File: src/rtl/spi_cs_sequencer.sv
// spi_cs_sequencer: frames multi-byte SPI_Master transfers under one chip-select assertion,
// enforcing CS setup and inactive timing and tagging received bytes with their 1-based index.
// Optional feature macro: SPI_CS_TIMEOUT_EN aborts a transaction left waiting in NEXT
// for TIMEOUT_CLKS cycles (o_Timeout pulses, CS released).
module spi_cs_sequencer #(
    parameter int unsigned MAX_BYTES_PER_CS = 4,
    parameter int unsigned CS_SETUP_CLKS    = 2,
    parameter int unsigned CS_INACTIVE_CLKS = 8,
    parameter int unsigned TIMEOUT_CLKS     = 1024,
    localparam int unsigned CW              = $clog2(MAX_BYTES_PER_CS + 1)
) (
    input  logic          i_clk,
    input  logic          i_rst_n,
    input  logic [CW-1:0] i_TX_Count,
    input  logic [7:0]    i_TX_Byte,
    input  logic          i_TX_DV,
    output logic          o_TX_Ready,
    output logic          o_RX_DV,
    output logic [7:0]    o_RX_Byte,
    output logic [CW-1:0] o_RX_Count,
    output logic          o_Timeout,
    output logic [7:0]    o_SPI_TX_Byte,
    output logic          o_SPI_TX_DV,
    input  logic          i_SPI_TX_Ready,
    input  logic          i_SPI_RX_DV,
    input  logic [7:0]    i_SPI_RX_Byte,
    output logic          o_SPI_CS_n
);

    localparam int unsigned TIMING_MAX =
        (CS_SETUP_CLKS > CS_INACTIVE_CLKS) ? CS_SETUP_CLKS : CS_INACTIVE_CLKS;
`ifdef SPI_CS_TIMEOUT_EN
    localparam int unsigned CNT_MAX = (TIMEOUT_CLKS > TIMING_MAX) ? TIMEOUT_CLKS : TIMING_MAX;
`else
    localparam int unsigned CNT_MAX = TIMING_MAX;
`endif
    localparam int unsigned CNT_W = $clog2(CNT_MAX + 1);

    typedef enum logic [2:0] {IDLE, SETUP, BUSY, NEXT, INACTIVE} state_t;

    state_t          state_q, state_d;
    logic [CNT_W-1:0] cnt_q, cnt_d;
    logic [CW-1:0]   count_q, count_d;
    logic [CW-1:0]   idx_q, idx_d;
    logic [CW-1:0]   idx_inc;
    logic            rdy_en_q;
    logic            cs_n_d, tx_dv_d, rx_dv_d, timeout_d;
    logic [7:0]      tx_byte_d, rx_byte_d;
    logic [CW-1:0]   rx_count_d;
    logic            count_ok;

    assign idx_inc  = idx_q + CW'(1);
    assign count_ok = (i_TX_Count != '0) && (i_TX_Count <= CW'(MAX_BYTES_PER_CS));

    // Ready is held low from reset until the first clock edge, then follows SPI_Master in IDLE/NEXT
    assign o_TX_Ready = rdy_en_q && i_SPI_TX_Ready && ((state_q == IDLE) || (state_q == NEXT));

    // Next-state and next-output decode
    always_comb begin
        state_d    = state_q;
        cnt_d      = cnt_q;
        count_d    = count_q;
        idx_d      = idx_q;
        cs_n_d     = o_SPI_CS_n;
        tx_byte_d  = o_SPI_TX_Byte;
        tx_dv_d    = 1'b0;
        rx_dv_d    = 1'b0;
        rx_byte_d  = o_RX_Byte;
        rx_count_d = o_RX_Count;
        timeout_d  = 1'b0;
        case (state_q)
            IDLE: begin
                if (i_TX_DV && o_TX_Ready && count_ok) begin
                    count_d   = i_TX_Count;
                    tx_byte_d = i_TX_Byte;
                    cs_n_d    = 1'b0;
                    idx_d     = '0;
                    cnt_d     = '0;
                    state_d   = SETUP;
                end
            end
            SETUP: begin
                if (cnt_q == CNT_W'(CS_SETUP_CLKS - 1)) begin
                    tx_dv_d = 1'b1;
                    cnt_d   = '0;
                    state_d = BUSY;
                end else begin
                    cnt_d = cnt_q + CNT_W'(1);
                end
            end
            BUSY: begin
                if (i_SPI_RX_DV) begin
                    rx_dv_d    = 1'b1;
                    rx_byte_d  = i_SPI_RX_Byte;
                    rx_count_d = idx_inc;
                    idx_d      = idx_inc;
                    cnt_d      = '0;
                    if (idx_inc < count_q) begin
                        state_d = NEXT;
                    end else begin
                        cs_n_d  = 1'b1;
                        state_d = INACTIVE;
                    end
                end
            end
            NEXT: begin
                if (i_TX_DV && o_TX_Ready) begin
                    tx_byte_d = i_TX_Byte;
                    tx_dv_d   = 1'b1;
                    cnt_d     = '0;
                    state_d   = BUSY;
                end
`ifdef SPI_CS_TIMEOUT_EN
                else if (cnt_q == CNT_W'(TIMEOUT_CLKS - 1)) begin
                    cs_n_d    = 1'b1;
                    timeout_d = 1'b1;
                    cnt_d     = '0;
                    state_d   = INACTIVE;
                end else begin
                    cnt_d = cnt_q + CNT_W'(1);
                end
`endif
            end
            INACTIVE: begin
                if (cnt_q == CNT_W'(CS_INACTIVE_CLKS - 1)) begin
                    cnt_d   = '0;
                    state_d = IDLE;
                end else begin
                    cnt_d = cnt_q + CNT_W'(1);
                end
            end
            default: state_d = IDLE;
        endcase
    end

    // State and registered outputs; reset releases CS immediately
    always_ff @(posedge i_clk or negedge i_rst_n) begin
        if (!i_rst_n) begin
            state_q       <= IDLE;
            cnt_q         <= '0;
            count_q       <= '0;
            idx_q         <= '0;
            rdy_en_q      <= 1'b0;
            o_SPI_CS_n    <= 1'b1;
            o_SPI_TX_Byte <= '0;
            o_SPI_TX_DV   <= 1'b0;
            o_RX_DV       <= 1'b0;
            o_RX_Byte     <= '0;
            o_RX_Count    <= '0;
        end else begin
            state_q       <= state_d;
            cnt_q         <= cnt_d;
            count_q       <= count_d;
            idx_q         <= idx_d;
            rdy_en_q      <= 1'b1;
            o_SPI_CS_n    <= cs_n_d;
            o_SPI_TX_Byte <= tx_byte_d;
            o_SPI_TX_DV   <= tx_dv_d;
            o_RX_DV       <= rx_dv_d;
            o_RX_Byte     <= rx_byte_d;
            o_RX_Count    <= rx_count_d;
        end
    end

`ifdef SPI_CS_TIMEOUT_EN
    // Timeout strobe register
    always_ff @(posedge i_clk or negedge i_rst_n) begin
        if (!i_rst_n) o_Timeout <= 1'b0;
        else          o_Timeout <= timeout_d;
    end
`else
    assign o_Timeout = 1'b0;
`endif

endmodule

File: config.mk
export PLATFORM = sky130hd
export DESIGN_NAME = spi_cs_sequencer
export DESIGN_NICKNAME = d
export VERILOG_FILES = /design/src/rtl/spi_cs_sequencer.sv
export SDC_FILE = /design/constraint.sdc
export NUM_CORES = 1
export LEC_CHECK = 0
export ABC_AREA = 1
export CAP_MARGIN = 10
export CORE_AREA = 2 2 72 81
export DETAILED_ROUTE_END_ITERATION = 7
export DIE_AREA = 0 0 74 83
export GPL_TIMING_DRIVEN = 0
export HOLD_SLACK_MARGIN = 0.02
export PLACE_DENSITY = 0.67
export REMOVE_ABC_BUFFERS = 1
export SYNTH_ARGS = -nofsm -noshare
export SYNTH_HDL_FRONTEND = slang
export SYNTH_SLANG_ARGS = --single-unit
File: constraint.sdc
create_clock -name i_clk -period 3.67 [get_ports i_clk]
set_input_delay 0.367 -clock i_clk [delete_from_list [all_inputs] [get_ports i_clk]]
set_output_delay 0.367 -clock i_clk [all_outputs]
set_load 0.01 [all_outputs]
# --- After elaboration in Yosys (flattened, before gate mapping) ---
# Index checks and enable logic that the tools add are counted.
classes:
  order_cmp: 2
  muxes: 28
  addsub: 2
  n_reduce_logical: 18
  eq_ne: 12
ops:
  columns: ["operator", "count"]
  rows:
  - ["3-bit 2-to-1 mux", 8]
  - ["4-bit 2-to-1 mux", 5]
  - ["4-bit one-hot mux with 5 select lines", 1]
  - ["8-bit 2-to-1 mux", 2]
  - ["8-bit one-hot mux with 2 select lines", 1]
  - ["3-bit one-hot mux with 5 select lines", 1]
  - ["2-bit inequality test, second input constant", 4]
  - ["4-bit AND reduction", 2]
  - ["1-bit 2-to-1 mux", 7]
  - ["3-bit by 2-bit equality test with 1-bit output, second input constant", 2]
  - ["3-bit one-hot mux with 2 select lines", 1]
  - ["3-bit AND reduction", 2]
  - ["1-bit logical AND", 5]
  - ["5-bit AND reduction", 1]
  - ["5-bit nonzero test", 1]
  - ["4-bit by 1-bit adder with 4-bit output, second input constant", 1]
  - ["4-bit by 1-bit equality test with 1-bit output, second input constant", 1]
  - ["4-bit by 3-bit equality test with 1-bit output, second input constant", 1]
  - ["2-bit by 1-bit inequality test with 1-bit output, second input constant", 2]
  - ["1-bit one-hot mux with 2 select lines", 2]
  - ["2-bit AND reduction", 2]
  - ["2-bit nonzero test", 2]
  - ["3-bit by 1-bit adder with 3-bit output, second input constant", 1]
  - ["3-bit by 1-bit equality test with 1-bit output, second input constant", 1]
  - ["other kinds (6)", 6]
totals:
  out_inout_bits: 24
  reg_bits: 36
  wordCells: 73
  in_bits: 24

# --- Depth between registers and ports, before layout ---
# Gate-level depths: netlist of the first run.
logic_depth:
  ltp_word: 7
  depth_mapped: 10
  mapped_depth_nobuf: 10

# --- Least setup slack after synthesis of the first run ---
# No wires, ideal clock.
synth_timing:
  path_type: "register -> register"
  startpoint: "reg idx_q[0]"
  endpoint: "reg state_q[0]"
  path_buffers: 0
  arrival_ps: 1544
  path_stages_with_launch: 9
  period_less_slack_ps: 1610
  setup_slack_ps: 2060
  required_time_ps: 3604
  setup_ps: 66
  cell_sequence: "dfrtp_1 > ha_1 > xor2_1 > ha_1 > a21oi_1 > nand2_1 > o21ai_0 > nand4_1 > nand2_1"
synth_between:
  elab_chain_cells: 5
synth_lines:
  columns: ["item", "line_no", "text"]
  rows:
  - ["from (decl)", "44", "logic [CW-1:0] idx_q, idx_d;"]
  - ["from (signal assigned)", "154", "idx_q <= idx_d;"]
  - ["3-bit by 1-bit adder with 3-bit output", "52", "assign idx_inc = idx_q + CW'(1);"]
  - ["via idx_inc[2]", "45", "logic [CW-1:0] idx_inc;"]
  - ["3-bit less-than comparator", "98", "if (idx_inc < count_q) begin"]
  - ["3-bit 2-to-1 mux", "98", null]
  - ["3-bit 2-to-1 mux", "92", "if (i_SPI_RX_DV) begin"]
  - ["3-bit one-hot mux with 5 select lines", "71", "case (state_q)"]
  - ["to (signal assigned)", "151", "state_q <= state_d;"]
  - ["to (decl)", "41", "state_t state_q, state_d;"]
# The timed path passes the listed nets, and every way through them passes these cells. The select of a mux whose other input is x is not followed.
# A chain may end at the register's enable or synchronous reset.

# --- Final worst setup path of the first run ---
layout_timing:
  startpoint: "reg state_q[2]"
  endpoint: "out o_TX_Ready"
layout_between:
  elab_chain_cells: 3
  elab_cells_between_ends: 4
  cone_classes: "1 x eq/ne; 3 x reduce/logical"
layout_lines:
  columns: ["item", "line_no", "text"]
  rows:
  - ["3-bit by 2-bit equality test with 1-bit output or 3-bit zero test (tied branches)", "56", "assign o_TX_Ready = rdy_en_q && i_SPI_TX_Ready && ((state_q == IDLE) || (state_q == NEXT));"]
  - ["1-bit logical OR *", "56", null]
  - ["1-bit logical AND *", "56", null]
  - ["to (decl)", "17", "output logic o_TX_Ready,"]
# Every way passes the cells marked *; elsewhere a longest branch is shown, timed or not.

==> results of run 1 <==
==> power by group <==
group | leakage (nW) | internal, mW | switching (mW) | total, mW
clock | 0.0455 | 0.153 | 0.134 | 0.287
combinational | 0.681 | 0.446 | 0.584 | 1.03
sequential | 0.454 | 0.570 | 0.113 | 0.683
total | 1.18 | 1.17 | 0.831 | 2.00
==> routing by layer <==
metal	routed length [um]	share of wire [%]	vias up	track usage, %
met5	0	0	-	0
met3	200	5.4	7	4.49
met1	1660	45	677	16.6
met2	1800	48	37	21.9
li1	-	-	755	-
met4	59	1.6	0	4.96
==> cell families after synthesis <==
kind of cell	count (synthesis)	synth area share, %
and+or+nand+nor	127	34.8
DFF	36	50.2
buffers and inverters	22	5.57
AOI/OAI and AO/OA	12	4.95
adders and majority gates	5	3.48
other	2	0.418
xor gates and xnor gates	1	0.488
==> sequential cells by signal (all words and copies together) (netlist names) <==
| name | flops |
|---|---|
| idx_q | 3 |
| o_RX_Count | 3 |
| o_SPI_TX_Byte | 8 |
| count_q | 3 |
| rdy_en_q | 1 |
| cnt_q | 4 |
| o_SPI_CS_n | 1 |
| o_RX_DV | 1 |
| state_q | 3 |
| o_SPI_TX_DV | 1 |
| o_RX_Byte | 8 |
==> area by class of cell <==
| class | instances | area, um^2 | area share, % |
|---|---|---|---|
| Clock buffer | 8 | 90.1 | 3.75 |
| Sequential cell | 36 | 902 | 37.6 |
| Inverter | 18 | 67.6 | 2.81 |
| Multi-Input combinational cell | 147 | 793 | 33.0 |
| Tap cell | 75 | 93.8 | 3.91 |
| Timing Repair Buffer | 46 | 455 | 19.0 |
==> worst max-delay path: cells and delay by family, from the launching register on <==
family	cells	cell delay (ps)
compound gates	1	240
buf+inv	2	740
flops	1	420
simple gates	1	170
==> layout by cell type (no fill, tap or decap) <==
cell type        count
inv_1               14
nor2_1              10
o21ai_0              4
nand3_2              1
o21ai_1              2
nand2_8              1
clkbuf_1             2
buf_2                1
conb_1               2
o22ai_1              1
a31oi_4              1
inv_2                4
clkbuf_8             6
a21oi_4              1
nor2_2               2
nand2_4              2
nand4_4              2
nand3_1              8
dfrtp_1             35
nor3_1               1
a21oi_1              3
or2_1                1
nand2_1             85
clkdlybuf4s50_1     45
xor2_1               1
nand4_1             12
dfstp_2              1
nand3_4              2
ha_1                 5
==> worst max-delay path by stage <==
| stage | startpoint | endpoint | slack, ps | depth (start not counted) |
|---|---|---|---|---|
| detailed placement | i_SPI_TX_Ready | o_TX_Ready | 1510 | 4 |
| finish | state_q[2]$_DFFE_PN0P_ | o_TX_Ready | 1440 | 4 |
| CTS | state_q[2]$_DFFE_PN0P_ | o_TX_Ready | 1420 | 4 |
| floorplan | idx_q[0]$_DFFE_PN0P_ | state_q[0]$_DFFE_PN0P_ | 2060 | 8 |
| global route | state_q[2]$_DFFE_PN0P_ | o_TX_Ready | 1360 | 4 |
| global placement | i_rst_n | o_SPI_TX_Byte[6]$_DFFE_PN0P_ | 1380 | 1 |
==> run metrics, run 1 <==
Synth area leaders dfrtp_1 49%, nand2_1 18%, nand4_1 4.2%; Worst slew margin between 40% and 50%; Crit Path Max Fanout 4; DRC violations left 0; Hold Crit Class input pin to asynchronous set/reset pin; remaining antenna violation count 0; DP Cell Count roughly 320; number of antenna diodes 0; Worst Path Class, Setup flop to primary output; drt pass-1 iters 4; final hold vios 0; DIE HEIGHT between 80 and 90 um; crit path DAT approximately 1900 ps; vias per inst 4.47; Bufs on Longest Clock Path 2; HPWL after DPL approximately 2.7 mm; IO Port Bufs between 40 and 50; Period Utilization, post-route roughly 60%; max cap viols 0; Synth area leader dfrtp_1; post-route setup TNS 0 ps; P_leak 1.18 nW; ys flop type dfrtp_1; outcome complete, no violations; initial antenna violation count 0; FF-to-FF Start state_q[0]$_DFFE_PN0P_; Critical R2R Capture idx_q[0]$_DFFE_PN0P_; top post-synthesis cells by count 85 x nand2_1, 35 x dfrtp_1, 14 x inv_1; clk_lat worst skew between 200 and 300 ps; post-placement cell area 0.00231 mm^2; clock skew around 8.6 ps; PostCTS Resize Cnt 0; Finished Core Util 45.4%; Top Ports 48; pin count of the biggest net entering global routing 37; fillers 525; top cell type's share of synthesized area ~49%; worst slack, placed roughly 1500 ps; gr usage total around 14%; critical path's slowest cell clkdlybuf4s50_1; Vias between 1000 and 1500; vias in the first global route around 1500; CP cell instances inv_1 -> nand3_4 -> a21oi_4 -> clkdlybuf4s50_1; root buffer cell clkbuf_8; Reg2Reg Depth 6; Hold-fix buffers, CTS 0; share of cells above drive strength 1 under 10%; Async SR Flop Fraction 100%; Slew Limit Fails 0; Post-Syn Area roughly 0.0018 mm^2; critical path endpoint category primary output; Avg Cell Area, Syn between 8 and 9 um^2; CTS clock-pin slew for the worst setup and hold paths roughly 70 ps; fmax 449 MHz; Area Overhead vs Synth 33.8%; die span in x 74 um; Post-Synthesis Cells between 200 and 250; Final setup viols 0; Die ar. 0.00614 mm^2; Worst-Margin Slew roughly 810 ps; Min Clock Period, post-route 2230 ps; final hold slack approximately 170 ps; global-route wire length before repair about 6.5 mm; non-filler instance count after layout 330; Seq/Total Area, Yosys between 50 and 60%; maximum vdd drop just under 0.3 mV; Initial Utilization roughly a third; critical path data required time ~3300 ps; Synth cell types 28; startpoint class of the critical path flop; CP peak stage delay 570 ps; YS warnings 0; drt total wl 3.72 mm; count leader, synth nand2_1; standard-cell rows 28; unrepaired setup endpoints after global routing no; reg2reg setup slack about 1800 ps; Power Total between 2 and 2.5 mW; clk sink count 36; depth of the CTS H-tree 2; global route overflow 0; Num CTS Buffers 5; EDFF count, synth 0; CTS tree done; WL/cell between 10 and 15 um; fin nets roughly 280; gpl congestion between 0.8 and 0.9; Worst Setup Slack, final roughly 1400 ps; DRT iter0 DRCs between 90 and 100; final instance area around 0.0024 mm^2; PwrDens 833 mW/mm^2; Synth Register Bits 36; CORE AREA around 0.0053 mm^2; setup bufs post-CTS 0
No activity file was read; power rests on OpenSTA's default activity.
==> run 2: changes to the inputs <==
Settings changed: PLACE_DENSITY 0.67 to 0.69.
Clock period 3.67 ns to 1.9 ns, I/O delays scaled along.
==> run 2 against run 1 <==
Design area up 2.1%. Global-route usage rose by 0.59 points. Die area unchanged. Critical path depth did not move. Combinational power grew 100%.
==> run metrics, run 2 (synthesized netlist as in run 1, its figures left out) <==
outcome complete, no violations; Slew Limit Fails 0 (unchanged); Initial Utilization 33.9% (unchanged); commonest cells after routing, fill and taps aside 85 x nand2_1, 44 x clkdlybuf4s50_1, 34 x dfrtp_1; global route overflow 0 (unchanged); Worst Path Class, Setup flop to primary output; initial antenna violation count 0 (unchanged); die span in x 74 um (unchanged); vias in the first global route 1495 (+0.27%); vias per inst 4.42 (-1.1%); max cap viols 0 (unchanged); gr usage total 14.2% (+0.59 points); combinational group share of total power 51.8% (+0.3 points); CORE AREA 0.00529 mm^2 (unchanged); CTS tree done; Buf+Inv Stages, Crit Path 1 (-1); Regs by FF count o_RX_Byte (8), o_SPI_TX_Byte (8), cnt_q (4); final hold vios 0 (unchanged); standard-cell rows 28 (unchanged); Top Ports 48 (unchanged); Reg2Reg Depth 8 (+2); Area Overhead vs Synth 36.6%; switching share of power 41.3% (-0.23 points); critical path's slowest cell dfrtp_1; Hold Crit Start i_SPI_RX_Byte[1]; Finished Core Util 46.4% (+0.95 points); clk_lat worst skew 280 ps (about the same); HPWL after DPL 2.69 mm (+0.46%); Worst Setup Slack, final 177 ps (-1260 ps); critical path data required time 1710 ps (-1590 ps); DRT iter0 DRCs 78 (-14%); post-placement cell area 0.00231 mm^2 (unchanged); final instance area 0.00245 mm^2 (+2.1%); startpoint class of the critical path flop; share of cells above drive strength 1 11.8% (+2.4 points); hold-critical path endpoint o_RX_Byte[1]$_DFFE_PN0P_; unrepaired setup endpoints after global routing no; drt pass-1 iters 4 (unchanged); root buffer cell clkbuf_8; switching power 1.64 mW (+97%); clock skew 5.48 ps (-3.15 ps); drt total wl 3.77 mm (+1.3%); CP cell instances nor2_4 -> nand2_4 -> a21oi_4 -> dlygate4sd2_1; WL/cell 11.4 um (+1.3%); reg2reg setup slack 190 ps (-1620 ps); depth of the CTS H-tree 2 (unchanged); Num CTS Buffers 5 (unchanged); crit path DAT 1530 ps (-330 ps); Vias 1460 (-1.1%); fillers 516 (-1.7%); Worst-Margin Slew 791 ps (-20.3 ps); fmax roughly 580 MHz; maximum vdd drop 0.817 mV (+170%); internal power 2.33 mW (+99%); final hold slack 446 ps (+279 ps); Worst slew margin 47.3% (+1.4 points); delay-heaviest family, CP flip-flops; Final setup viols 0 (unchanged); setup bufs post-CTS 0 (unchanged); Critical R2R Capture state_q[0]$_DFFE_PN0P_; PwrDens 1620 mW/mm^2 (+94%); CP peak stage delay 450 ps (-120 ps); FF-to-FF Start idx_q[0]$_DFFE_PN0P_; Sequential cell area 903 um^2 (+0.14%); DRC violations left 0 (unchanged); pin count of the biggest net entering global routing 37 (unchanged); global-route wire length before repair 6.87 mm (+5.1%); IO Port Bufs 46 (unchanged); DIE HEIGHT 83 um (unchanged); critical path endpoint category primary output; Die ar. 0.00614 mm^2 (unchanged); clk sink count 36 (unchanged); number of antenna diodes 0 (unchanged); Hold Crit Class input pin to flop; leading cell type in the layout, fill and taps excluded nand2_1; Crit Path Max Fanout 4 (unchanged); worst slack, placed -26.6 ps (-1530 ps); Power Total 3.97 mW (+98%); Bufs on Longest Clock Path 2 (unchanged); hold path depth 3; Reg power frac 33.6% (-0.5 points); P_leak 1.19 nW (+1.3%); Period Utilization, post-route between 90% and 100%; CTS clock-pin slew for the worst setup and hold paths 70 ps (about the same); Min Clock Period, post-route around 1700 ps; gpl congestion 0.842 (-1.4%); Clk network pwr share 14.6% (+0.2 points); area taken by multi-input logic gates 827 um^2 (+4.3%); fin nets 284 (+0.35%); critical path startpoint state_q[2]$_DFFE_PN0P_; remaining antenna violation count 0 (unchanged)
run 2: cell count changes in the layout (fill, tap and decap cells not counted), sizes merged:
cell | previous run | this run
clkbuf | 8 | 7
clkdlybuf4s50 | 45 | 44
dlygate4sd2 | 0 | 1
dlygate4sd3 | 0 | 1
run 2: layer usage:
metal  wire [um]  global-route usage (%)  up-vias  share of wire, %
met1        1720                    19.1      665                46
li1            -                       -      753                 -
met5           0                       0        -                 0
met3         215                    4.49        7               5.7
met4          52                    4.79        0               1.4
met2        1780                    21.3       35                47
run 2: worst reg2reg max path, delay by kind of cell (launching register included):
family / cells / cell delay (ps)
xor+xnor: 1 / 230
flops: 1 / 400
fa+ha+maj: 2 / 480
compound gates: 2 / 260
simple gates: 3 / 270
run 2: through the flow:
step / std cells / TNS (ps)
after floorplan: 201 / 0
after global placement: 322 / -6950
after detailed placement: 322 / -41.9
after CTS: 330 / 0
after global routing: 330 / 0
final: 330 / 0
run 2: timing repair:
item                                   4_1_cts  5_1_grt
gates resized for setup                      4        5
hold buffers                                 1        0
gates cloned                                 0        0
endpoints found under the hold margin       17        0
setup endpoints to repair                    3        7
pin swaps                                    1        0
run 2: worst max path at each step:
| stage | endpoint | slack (ps) | cells past startpoint |
|---|---|---|---|
| floorplan | state_q[0]$_DFFE_PN0P_ | 290 | 8 |
| global placement | o_SPI_TX_Byte[5]$_DFFE_PN0P_ | -200 | 1 |
| detailed placement | idx_q[0]$_DFFE_PN0P_ | -30 | 6 |
| CTS | idx_q[0]$_DFFE_PN0P_ | 20 | 6 |
| global route | state_q[0]$_DFFE_PN0P_ | 30 | 8 |
| finish | o_TX_Ready | 180 | 4 |
run 2: layout make-up:
type	instances	area share, %
Multi-Input combinational cell	147	33.7
Tap cell	75	3.83
Clock buffer	7	3.93
Timing Repair Buffer	47	18.9
Inverter	18	2.76
Sequential cell	36	36.8
run 2: power groups by stage:
stage	sequential (mW)	combinational, mW	clock, mW
after floorplan	1.41	1.16	0
after global placement	1.32	1.97	0
after detailed placement	1.33	2.01	0
after CTS	1.34	2.03	0.609
after global routing	1.38	2.36	0.641
final	1.34	2.06	0.578
==> run 3: changes to the inputs <==
Settings changed: ABC_AREA 1 to default, CELL_PAD_IN_SITES_DETAIL_PLACEMENT from default to 0, CELL_PAD_IN_SITES_GLOBAL_PLACEMENT from default to 1, CORE_AREA 2 2 72 81 to 2 2 71 80, DIE_AREA 0 0 74 83 to 0 0 73 82, PLACE_DENSITY 0.69 to 0.82.
==> run 3 against run 2 <==
Sequential cell count unchanged. Fmax decreased by 7.6%. Area after synthesis decreased by 7.0%. Routed wire length decreased by 4.2%. Register-to-register slack got worse by 130 ps. Synthesized cell count decreased by 31%. Design area decreased by 2.0%. Die area decreased by 2.5%. Via count decreased by 13%.
==> run metrics, run 3 <==
Worst Path Class, Setup input pin to flop; Post-Synthesis Cells 142 (-31%); Slew Limit Fails 0 (unchanged); Final setup viols 0 (unchanged); fin nets 230 (-19%); Area Overhead vs Synth 43.9%; drt pass-1 iters 4 (unchanged); Synth Register Bits 36 (unchanged); share of cells above drive strength 1 25.7% (+14 points); clock skew 7.76 ps (+2.28 ps); initial antenna violation count 0 (unchanged); clk_lat worst skew 290 ps (about the same); Avg Cell Area, Syn 11.8 um^2 (+34%); Synth area leader dfrtp_1; Initial Utilization 32.0% (-2.0 points); pin count of the biggest net entering global routing 37 (unchanged); PwrDens 1390 mW/mm^2 (-14%); drt total wl 3.61 mm (-4.2%); Power Total 3.34 mW (-16%); post-route setup TNS 0 ps (unchanged); remaining antenna violation count 0 (unchanged); maximum vdd drop 0.603 mV (-26%); number of antenna diodes 0 (unchanged); Worst slew margin 45.7% (-1.6 points); ys flop type dfrtp_1; Synth cell types 37 (+32%); DIE HEIGHT 82 um (-1.2%); Finished Core Util 46.0% (-0.34 points); Hold Crit Class flop to flop; leading cell type in the layout, fill and taps excluded clkdlybuf4s50_1; Worst Setup Slack, final 35.0 ps (-142 ps); Worst-Margin Slew 814 ps (+23.6 ps); Vias 1265 (-13%); Bufs on Longest Clock Path 2 (unchanged); Min Clock Period, post-route 1870 ps (+142 ps); Top Ports 48 (unchanged); CTS clock-pin slew for the worst setup and hold paths 70 ps (about the same); Post-Syn Area 0.00167 mm^2 (-7.0%); Period Utilization, post-route 98.2% (+7.5 points); DRT iter0 DRCs 28 (-64%); Regs by FF count o_RX_Byte (8), o_SPI_TX_Byte (8), cnt_q (4); fmax 536 MHz (-7.6%); CORE AREA 0.00522 mm^2 (-1.3%); unrepaired setup endpoints after global routing yes; Die ar. 0.00599 mm^2 (-2.5%); startpoint class of the critical path input pin; top post-synthesis cells by count 35 x dfrtp_1, 20 x mux2_2, 9 x nor2_1; depth of the CTS H-tree 2 (unchanged); DRC violations left 0 (unchanged); max cap viols 0 (unchanged); gr usage total 13.1% (-1.0 points); WL/cell 13.8 um (+21%); Crit Path Max Fanout 4 (unchanged); crit path DAT 2030 ps (+500 ps); commonest cells after routing, fill and taps aside 44 x clkdlybuf4s50_1, 33 x dfrtp_1, 20 x mux2_2; vias per inst 4.83 (+9.1%); HPWL after DPL 2.38 mm (-12%); P_leak 1.07 nW (-10%); outcome complete, no violations; non-filler instance count after layout 262 (-21%); top cell type's share of synthesized area 52.5% (+3.7 points); fillers 481 (-6.8%); critical path data required time 2070 ps (+360 ps); area taken by multi-input logic gates 759 um^2 (-8.2%); global-route wire length before repair 6.07 mm (-12%); Num CTS Buffers 5 (unchanged); Async SR Flop Fraction 100% (unchanged); IO Port Bufs 46 (unchanged); final hold vios 0 (unchanged); count leader, synth dfrtp_1; DP Cell Count 243 (-25%); standard-cell rows 28 (unchanged); Sequential cell area 905 um^2 (+0.14%); clk sink count 36 (unchanged); die span in x 73 um (-1.4%); YS warnings 0 (unchanged); critical path endpoint category flop; Seq/Total Area, Yosys 54.0% (+3.8 points); global route overflow 0 (unchanged); EDFF count, synth 0 (unchanged); CTS tree done; Synth area leaders dfrtp_1 52%, mux2_2 13%, ha_1 3.7%; worst slack, placed -553 ps (-526 ps); root buffer cell clkbuf_8; vias in the first global route 1281 (-14%); gpl congestion 0.738 (-12%)
run 3: cell count changes after synthesis, sizes merged, moves of 3 or more:
cell    delta
clkbuf     +3
inv       -12
mux2      +20
mux2i      +3
nand2     -80
nand3      -7
nand4     -14
nor2       -3
nor3       +4
run 3: repair_timing:
item / 4_1_cts / 5_1_grt
hold buffers: 1 / 0
gates resized for setup: 10 / 3
buffers inserted: 8 / 2
endpoints found under the setup margin: 28 / 12
endpoints found under the hold margin: 2 / 0
pin swaps: 6 / 4
run 3: layer usage:
layer | up-vias | routed length [um] | GRT usage, %
li1 | 610 | - | -
met1 | 618 | 1580 | 17.1
met2 | 31 | 1790 | 20.8
met3 | 6 | 181 | 4.29
met4 | 0 | 58 | 3.89
met5 | - | 0 | 0
run 3: final timing paths:
| check | startpoint | end | slack, ps | cells past startpoint |
|---|---|---|---|---|
| setup / recovery | i_TX_Count[1] | o_SPI_TX_Byte[1]$_DFFE_PN0P_ | 30 | 6 |
| hold / removal | o_SPI_CS_n$_DFFE_PN1P_ | o_SPI_CS_n$_DFFE_PN1P_ | 490 | 2 |
| setup reg to reg | idx_q[1]$_DFFE_PN0P_ | state_q[2]$_DFFE_PN0P_ | 60 | 7 |
| hold reg to reg | o_SPI_CS_n$_DFFE_PN1P_ | o_SPI_CS_n$_DFFE_PN1P_ | 490 | 2 |
| max in group asynchronous | i_rst_n | state_q[1]$_DFFE_PN0P_ | 810 | 2 |
| min in group asynchronous | i_rst_n | o_SPI_TX_Byte[5]$_DFFE_PN0P_ | 540 | 2 |
run 3: final cells by class:
type / instances / area share [%]
Timing Repair Buffer: 57 / 23.3
Tap cell: 60 / 3.13
Sequential cell: 36 / 37.7
Clock buffer: 7 / 3.18
Inverter: 6 / 0.938
Clock inverter: 1 / 0.208
Multi-Input combinational cell: 95 / 31.6
run 3: kinds of logic after synthesis:
family	share of synthesized area [%]
AND/OR/NAND/NOR	13.3
flip-flops	54.0
AO/OA/AOI/OAI	9.82
multiplexers	15.3
buffers and inverters	2.77
adder cells (fa/ha/maj)	3.75
other	0.450
XOR/XNOR	0.525
run 3: power by group:
| group | switching (mW) | leakage, nW | internal (mW) |
|---|---|---|---|
| logic | 0.629 | 0.580 | 0.907 |
| registers | 0.206 | 0.449 | 1.08 |
| clock network | 0.262 | 0.0422 | 0.257 |
| total | 1.10 | 1.07 | 2.25 |
run 3: through the flow:
step	instance area (um^2)	hold slack [ps]
finish	2400	487
global route	2400	505
CTS	2360	484
detailed placement	2180	330
global placement	2180	472
floorplan	1650	-106
run 3: critical path: stages:
cell             delay (ps)
clkdlybuf4s50_1         450
o21a_1                  230
or4_4                   530
a21oi_4                 160
buf_4                   150
mux2_2                  330
